### config.mk
export PLATFORM = sky130hd
export DESIGN_NAME = letter_select
export DESIGN_NICKNAME = d
export VERILOG_FILES = /design/src/rtl/letter_select.sv
export SDC_FILE = /design/constraint.sdc
export NUM_CORES = 1
export LEC_CHECK = 0
export ABC_AREA = 1
export CAP_MARGIN = 15
export CORE_ASPECT_RATIO = 0.8
export CORE_UTILIZATION = 47
export DETAILED_ROUTE_END_ITERATION = 10
export PLACE_DENSITY = 0.76
export SLEW_MARGIN = 10
export SYNTH_ARGS = -nofsm -noshare
export SYNTH_HDL_FRONTEND = slang
export SYNTH_SLANG_ARGS = --single-unit
export TNS_END_PERCENT = 5
### constraint.sdc
create_clock -name clk -period 1.35 [get_ports clk]
set_input_delay 0.2025 -clock clk [delete_from_list [all_inputs] [get_ports clk]]
set_output_delay 0.2025 -clock clk [all_outputs]
set_load 0.03 [all_outputs]
### src/rtl/letter_select.sv
// Letter selector for the Enigma front panel: synchronizes up/down/enter toggle levels,
// steps a wrapping letter index and offers it over valid/ready. Optional: AUTO_ADVANCE_EN.
module letter_select #(
  parameter int NUM_LETTERS = 26,
  parameter int SYNC_STAGES = 2
) (
  input  logic       clk,
  input  logic       rst,
  input  logic       up_tgl,
  input  logic       down_tgl,
  input  logic       enter_tgl,
  output logic [4:0] letter,
  output logic [4:0] char_out,
  output logic       char_valid,
  input  logic       char_ready,
  output logic       press_dropped
);

  localparam logic [4:0] LAST = 5'(NUM_LETTERS - 1);
  localparam int PRIME_CYCLES = SYNC_STAGES + 1;
  localparam int PW = $clog2(PRIME_CYCLES + 1);

  typedef enum logic {SELECT, OFFER} state_e;

  state_e          state_q, state_d;
  logic [2:0]      sync_q [SYNC_STAGES];
  logic [2:0]      sync_d [SYNC_STAGES];
  logic [2:0]      prev_q, prev_d;
  logic [PW-1:0]   prime_cnt_q, prime_cnt_d;
  logic [4:0]      letter_q, letter_d;
  logic [4:0]      char_out_q, char_out_d;
  logic            char_valid_q, char_valid_d;
  logic            press_dropped_q, press_dropped_d;

  logic [2:0]      sync_out;
  logic [2:0]      press;
  logic            primed;
  logic            up_p, down_p, enter_p;
  logic            accept;
  logic [4:0]      letter_inc, letter_dec;

  assign sync_out = sync_q[SYNC_STAGES-1];
  assign primed   = (prime_cnt_q == PW'(PRIME_CYCLES));
  assign press    = primed ? (sync_out ^ prev_q) : 3'b000;
  assign up_p     = press[0];
  assign down_p   = press[1];
  assign enter_p  = press[2];
  assign accept   = char_valid_q && char_ready;

  assign letter_inc = (letter_q == LAST) ? 5'd0 : letter_q + 5'd1;
  assign letter_dec = (letter_q == 5'd0) ? LAST : letter_q - 5'd1;

  // Priming spans the synchronizer fill, so a level already high at reset release
  // is absorbed into prev instead of being seen as a press.
  always_comb begin
    sync_d[0] = {enter_tgl, down_tgl, up_tgl};
    for (int i = 1; i < SYNC_STAGES; i++) begin
      sync_d[i] = sync_q[i-1];
    end
    prev_d      = sync_out;
    prime_cnt_d = primed ? prime_cnt_q : prime_cnt_q + PW'(1);
  end

  always_ff @(posedge clk or posedge rst) begin
    if (rst) begin
      for (int i = 0; i < SYNC_STAGES; i++) begin
        sync_q[i] <= 3'b000;
      end
      prev_q      <= 3'b000;
      prime_cnt_q <= '0;
    end else begin
      for (int i = 0; i < SYNC_STAGES; i++) begin
        sync_q[i] <= sync_d[i];
      end
      prev_q      <= prev_d;
      prime_cnt_q <= prime_cnt_d;
    end
  end

  always_ff @(posedge clk or posedge rst) begin
    if (rst) begin
      state_q <= SELECT;
    end else begin
      state_q <= state_d;
    end
  end

  always_comb begin
    state_d = state_q;
    case (state_q)
      SELECT:  if (enter_p) state_d = OFFER;
      OFFER:   if (accept)  state_d = SELECT;
      default: state_d = SELECT;
    endcase
  end

  always_comb begin
    letter_d        = letter_q;
    char_out_d      = char_out_q;
    char_valid_d    = char_valid_q;
    press_dropped_d = 1'b0;
    case (state_q)
      SELECT: begin
        if (up_p && !down_p) begin
          letter_d = letter_inc;
        end else if (down_p && !up_p) begin
          letter_d = letter_dec;
        end
        if (enter_p) begin
          char_out_d   = letter_q;
          char_valid_d = 1'b1;
        end
      end
      OFFER: begin
        press_dropped_d = |press;
        if (accept) begin
          char_valid_d = 1'b0;
`ifdef AUTO_ADVANCE_EN
          letter_d     = letter_inc;
`else
          letter_d     = letter_q;
`endif
        end
      end
      default: begin
        char_valid_d = 1'b0;
      end
    endcase
  end

  always_ff @(posedge clk or posedge rst) begin
    if (rst) begin
      letter_q        <= 5'd0;
      char_out_q      <= 5'd0;
      char_valid_q    <= 1'b0;
      press_dropped_q <= 1'b0;
    end else begin
      letter_q        <= letter_d;
      char_out_q      <= char_out_d;
      char_valid_q    <= char_valid_d;
      press_dropped_q <= press_dropped_d;
    end
  end

  assign letter        = letter_q;
  assign char_out      = char_out_q;
  assign char_valid    = char_valid_q;
  assign press_dropped = press_dropped_q;

endmodule
==> metrics.txt, run 1 <==
run status=finished, violations left; total iterations of the first detailed-routing run=7; number of vias after detailed routing=1,004; critical path fanouts, max=6; Std-Cell Core Area=2252 sq um; power per standard cell area=1874 nW/um^2; final worst-path cycle share=1.008; TritonCTS clock tree=done; Synth Instances=137; clock latency at the later pin of the worst-skew pair=0.32 ns; setup repair after global routing missed its margin=true; cell with the largest stage delay on the worst path=sky130_fd_sc_hd__dfrtp_2; CTS max path bufs=2; main area contributors after synthesis=sky130_fd_sc_hd__dfrtp_1, sky130_fd_sc_hd__nand2_1, sky130_fd_sc_hd__nand3_1; flip-flop and latch area=604.3 sq um; number of maximum-capacitance violations=0; Synth-to-Final Area Change=32.80%; GR Overflow Total=0; Die Footprint=2705 sq um; Leakage=0.0008150 uW; sinks on the clock net=24; multi-input combinational cell area=564.3 sq um; Worst Setup Path Type=reg2reg; post-synthesis instance area=1175 sq um; highest achievable clock rate=734.9 MHz; worst hold path class=in2async; worst endpoint required time=1.58 ns; net total in the final layout=185; Total Routed Length=2294 um; number of diodes added for antenna fixing=0; violated checks=DRC, setup timing; delay of the slowest cell on the worst path=0.46 ns; wire length of the first global-routing pass=4036 um; worst path cell trace=inv_2 -> ha_4 -> buf_4 -> xor2_2 -> nand3_1 -> nand2_1 -> nand2_1 -> nand2_1; transition time of the tightest slew-check pin=0.3077 ns; fraction of final layout cells with drive strength greater than 1=0.2759; share of Yosys cell area claimed by the top area cell type=0.5112; Data arrival, critical path=1.59 ns; placed instance area=1464 sq um; CP most frequent cell=sky130_fd_sc_hd__nand2_1; Iteration-0 DRC Markers=52; final weighted congestion in routability-driven placement=0.8404; y dimension of the die=46.72 um; Final Hold Vio Count=0; synthesis warning total=0; H-Tree Level Count=1; type of destination of the critical path=flip-flop; number of buffers inserted by hold repair at cts=0; DPL Wire Length=1699 um; sequential-to-total area share from yosys stat=0.5112; pin count of the biggest net entering global routing=25; Async SR Flop Fraction=1.000; initial cell density of the core=0.5217; unique cell type count in the Yosys netlist=22; total number of placement rows=15; Period minus WS final=1.361 ns; Max-slew headroom=0.7957; Post-synth top flop=sky130_fd_sc_hd__dfrtp_1; Synthesized Nets=147; Setup-failing EPs final=2; Post-Place Worst Slack=-0.03468 ns; vias in the first global route=923; number of I/O port buffers=17; maximum clock skew at final layout=0.008590 ns; synthesized flop and latch total=24; most frequent cell after synthesis=sky130_fd_sc_hd__nand2_1; Total Routing Usage GR=0.2064; number of antenna violations at the first check in global routing=0; final standard cell area without fillers=1560 sq um; max-slew violation count=0; DRC violations left=4; minimum setup slack in the final design=-0.01068 ns; clock slew at reported path FFs=0.13 ns; Critical Path Source Type=flip-flop; top-level I/O count=18; maximum vdd ir drop=895.6 uV; post-detailed-route count of antenna-violating nets=0; Synth area leader=sky130_fd_sc_hd__dfrtp_1; most frequent cells after synthesis=sky130_fd_sc_hd__nand2_1, sky130_fd_sc_hd__dfrtp_1, sky130_fd_sc_hd__inv_1; number of buffers created by CTS=3; Layout fillers=181; average instance area after synthesis=8.576 sq um; number of enable-type register cells in the synthesized netlist=0; Die Width=57.90 um; WL per Instance=11.53 um; Clk Tree Root Cell=sky130_fd_sc_hd__clkbuf_4; drt via density=5.045
## per-layer routing
metal / up-vias / part of all wire / global-route usage
met5: - / 0 / 0
met4: 0 / 0.016 / 0.09524
met3: 4 / 0.079 / 0.06180
met2: 37 / 0.44 / 0.3356
met1: 456 / 0.47 / 0.2597
li1: 507 / - / -
## cell type report
cell class	count	area share
multi-input cells	98	0.3617
repair buffers	34	0.1724
well taps	25	0.02005
inverters	14	0.03528
clock buffers	4	0.02326
flip-flops and latches	24	0.3873
## logic make-up (layout without fill, tap and decap cells)
logic type / Yosys count / count (layout) / share of synthesized area
simple gates: 78 / 78 / 0.2875
mux: 1 / 1 / 0.009584
compound gates: 11 / 11 / 0.06178
xor+xnor: 4 / 4 / 0.03622
fa+ha+maj: 4 / 4 / 0.04260
flops: 24 / 24 / 0.5112
buf+inv: 15 / 52 / 0.05112
## sequential cells by signal (all words and copies together), names as in the netlist
register,flops
sync_d,3
char_valid,1
letter,5
char_out,5
press_dropped,1
prev_q,3
state_q,1
prev_d,3
prime_cnt_q,2
## layout by cell type (no fill, tap or decap), drive strengths merged
cell	count
nand3	12
clkdlybuf4s50	5
ha	4
xnor2	3
a31oi	1
nand4	3
dfrtp	24
clkbuf	5
dlygate4sd2	7
a21boi	1
a21oi	1
inv	14
nor2	13
mux2	1
a22oi	1
buf	21
xor2	1
nand2	50
o21ai	7
## critical path: cells and delay by family (launching register included)
family        cells  cell delay [ns]
xor+xnor          1             0.17
flops             1             0.46
fa+ha+maj         1             0.17
simple gates      4             0.26
buf+inv           2             0.22
## report_power, final
group	total (uW)	internal (uW)	switching, uW	leakage [uW]
registers	1020	864	161	0.000282
logic	1530	665	862	0.000512
clock network	372	165	207	0.0000210
## what timing repair did
item / 4_1_cts / 5_1_grt
endpoints found under the setup margin: 15 / 14
cloned: 0 / 0
buffers inserted: 0 / 4
pin swaps: 1 / 1
gates resized for setup: 18 / 18
## metrics by stage
step / TNS, ns / hold slack, ns / util / total power (uW) / instances
final: -0.02040 / 0.2142 / 0.6928 / 2924 / 199
after global routing: -0.3548 / 0.2316 / 0.6928 / 3152 / 199
after CTS: -0.02897 / 0.2152 / 0.6672 / 2778 / 195
after detailed placement: -0.06981 / 0.3449 / 0.6500 / 2429 / 191
after global placement: -0.007067 / 0.3336 / 0.6500 / 2388 / 191
after floorplan: -0.09482 / 0.2170 / - / 1864 / 137
## final timing paths
path | from | to | slack, ns | cells after the start
max | letter[0]$_DFFE_PP0P_ | letter[2]$_DFFE_PP0P_ | -0.01 | 8
min | rst | letter[4]$_DFFE_PP0P_ | 0.21 | 3
max reg2reg | letter[0]$_DFFE_PP0P_ | letter[2]$_DFFE_PP0P_ | -0.01 | 8
min reg2reg | sync_d[1]$_DFF_PP0_ | prev_d[1]$_DFF_PP0_ | 0.37 | 0
max in group asynchronous | rst | letter[3]$_DFFE_PP0P_ | 0.89 | 3
min in group clk | up_tgl | sync_d[0]$_DFF_PP0_ | 0.30 | 1
Power figures use the tool's default switching activity.
==> run 2, diff against run 1 <==
Settings changed: CORE_ASPECT_RATIO 0.8 to 1.5.
==> metrics.txt, run 2 (same netlist as run 1, synthesis figures left out) <==
run status=completed; number of vias after detailed routing=1,022; CTS max path bufs=2; top-level I/O count=18; highest achievable clock rate=762.8 MHz; WL per Instance=12.23 um; y dimension of the die=63.24 um; net total in the final layout=180; Total Routed Length=2348 um; overall power=2983 uW; Clk Tree Root Cell=sky130_fd_sc_hd__clkbuf_4; DRC violations left=0; delay of the slowest cell on the worst path=0.51 ns; Util after Layout=0.6798; placed instance area=1439 sq um; sinks on the clock net=24; maximum vdd ir drop=1132 uV; setup repair after global routing missed its margin=true; Critical Path Source Type=flip-flop; Max-slew headroom=0.8024; Setup-failing EPs final=0; Die Footprint=2708 sq um; number of I/O port buffers=17; type of destination of the critical path=flip-flop; reg-to-reg setup timing slack=0.04 ns; Leakage=0.0008009 uW; power per standard cell area=1919 nW/um^2; number of diodes added for antenna fixing=0; TritonCTS clock tree=done; commonest non-fill, non-tap cells in the layout=sky130_fd_sc_hd__nand2_1, sky130_fd_sc_hd__dfrtp_1, sky130_fd_sc_hd__buf_4; GR Overflow Total=0; CP most frequent cell=sky130_fd_sc_hd__nand2_1; number of buffers created by CTS=3; number of maximum-capacitance violations=0; final worst-path cycle share=0.9711; number of cells after detailed placement=186; pin count of the biggest net entering global routing=25; initial cell density of the core=0.5140; r2r endpoint=letter[3]$_DFFE_PP0P_; drt via density=5.323; Total Routing Usage GR=0.1755; Final Hold Vio Count=0; vias in the first global route=940; clock slew at reported path FFs=0.13 ns; FF-to-FF path depth=7; max-slew violation count=0; buffer and inverter count on the worst path=0; critical path fanouts, max=10; Data arrival, critical path=1.57 ns; fraction of final layout cells with drive strength greater than 1=0.2604; cell with the largest stage delay on the worst path=sky130_fd_sc_hd__dfrtp_2; transition time of the tightest slew-check pin=0.2976 ns; Synth-to-Final Area Change=32.27%; Iteration-0 DRC Markers=14; most frequent standard cell in the layout excluding fill and tap cells=sky130_fd_sc_hd__nand2_1; worst hold path class=in2async; number of buffers inserted by hold repair at cts=0; worst path cell trace=nor2_1 -> nand3_2 -> nand3_1 -> nand2_1 -> nand2_1 -> nand2_1 -> nand2_1; cell family with most CP delay=simple AND/OR/NAND/NOR gates; maximum clock skew at final layout=0.006052 ns; DPL Wire Length=1635 um; Period minus WS final=1.311 ns; worst endpoint required time=1.61 ns; fin cells=192; wire length of the first global-routing pass=3622 um; Worst Setup Path Type=reg2reg; number of antenna violations at the first check in global routing=0; H-Tree Level Count=1; Layout fillers=187; reg-to-reg critical path startpoint=letter[2]$_DFFE_PP0P_; final standard cell area without fillers=1554 sq um; cell count along the critical path=7; final weighted congestion in routability-driven placement=0.7813; total number of placement rows=21; post-detailed-route count of antenna-violating nets=0; Die Width=42.82 um; total iterations of the first detailed-routing run=4; clock latency at the later pin of the worst-skew pair=0.32 ns; Std-Cell Core Area=2286 sq um
run 2: cell count changes in the layout (fill, tap and decap cells not counted), sizes merged:
cell | before | now
clkdlybuf4s15 | 0 | 1
buf | 21 | 15
bufinv | 0 | 1
clkbuf | 5 | 4
run 2: layout make-up:
class / instances / area (sq um) / share of cell area
Sequential cell: 24 / 604.3 / 0.3889
Timing Repair Buffer: 29 / 236.5 / 0.1522
Clock inverter: 1 / 30.03 / 0.01932
Multi-Input combinational cell: 98 / 576.8 / 0.3712
Inverter: 14 / 55.05 / 0.03543
Tap cell: 23 / 28.78 / 0.01852
Clock buffer: 3 / 22.52 / 0.01449
run 2: routing by layer:
| layer | vias to the layer above | global-route usage | share of wire |
|---|---|---|---|
| met2 | 25 | 0.3258 | 0.55 |
| met1 | 491 | 0.1749 | 0.39 |
| met3 | 7 | 0.02579 | 0.030 |
| li1 | 499 | - | - |
| met4 | 0 | 0.1016 | 0.032 |
| met5 | - | 0 | 0 |
run 2: stage by stage:
stage            TNS, ns  setup slack [ns]  hold WS [ns]
6_report               0           0.03897        0.1986
4_1_cts        -0.001115         -0.001115        0.2068
3_5_place_dp    -0.05535          -0.04228        0.3365
5_1_grt          -0.3129          -0.08883        0.2237
3_3_place_gp   -0.009067         -0.009067        0.3364
2_1_floorplan   -0.09482          -0.03399        0.2170
run 2: worst max-delay path by stage:
stage                                startpoint                    end  slack (ns)
after global routing      letter[2]$_DFFE_PP0P_  letter[3]$_DFFE_PP0P_       -0.09
after global placement    letter[1]$_DFFE_PP0P_  letter[0]$_DFFE_PP0P_      -0.009
after detailed placement  letter[1]$_DFFE_PP0P_  letter[0]$_DFFE_PP0P_       -0.04
after CTS                 letter[1]$_DFFE_PP0P_              letter[1]      -0.001
after floorplan           letter[0]$_DFFE_PP0P_  letter[0]$_DFFE_PP0P_       -0.03
final                     letter[2]$_DFFE_PP0P_  letter[3]$_DFFE_PP0P_        0.04
run 2: worst min-delay path: stages:
cell and delay [ns]:
sky130_fd_sc_hd__clkdlybuf4s50_1 0.39, sky130_fd_sc_hd__inv_1 0.05, sky130_fd_sc_hd__buf_4 0.28
run 2: power by group:
part	total (uW)	switching, uW	internal [uW]
sequential	1040	172	863
clock	512	212	300
combinational	1440	849	587
run 2: repair_timing:
item / 4_1_cts / 5_1_grt
resized for setup: 17 / 19
buffers inserted: 0 / 2
gates cloned: 0 / 0
pin swaps: 0 / 4
setup endpoints to repair: 15 / 9
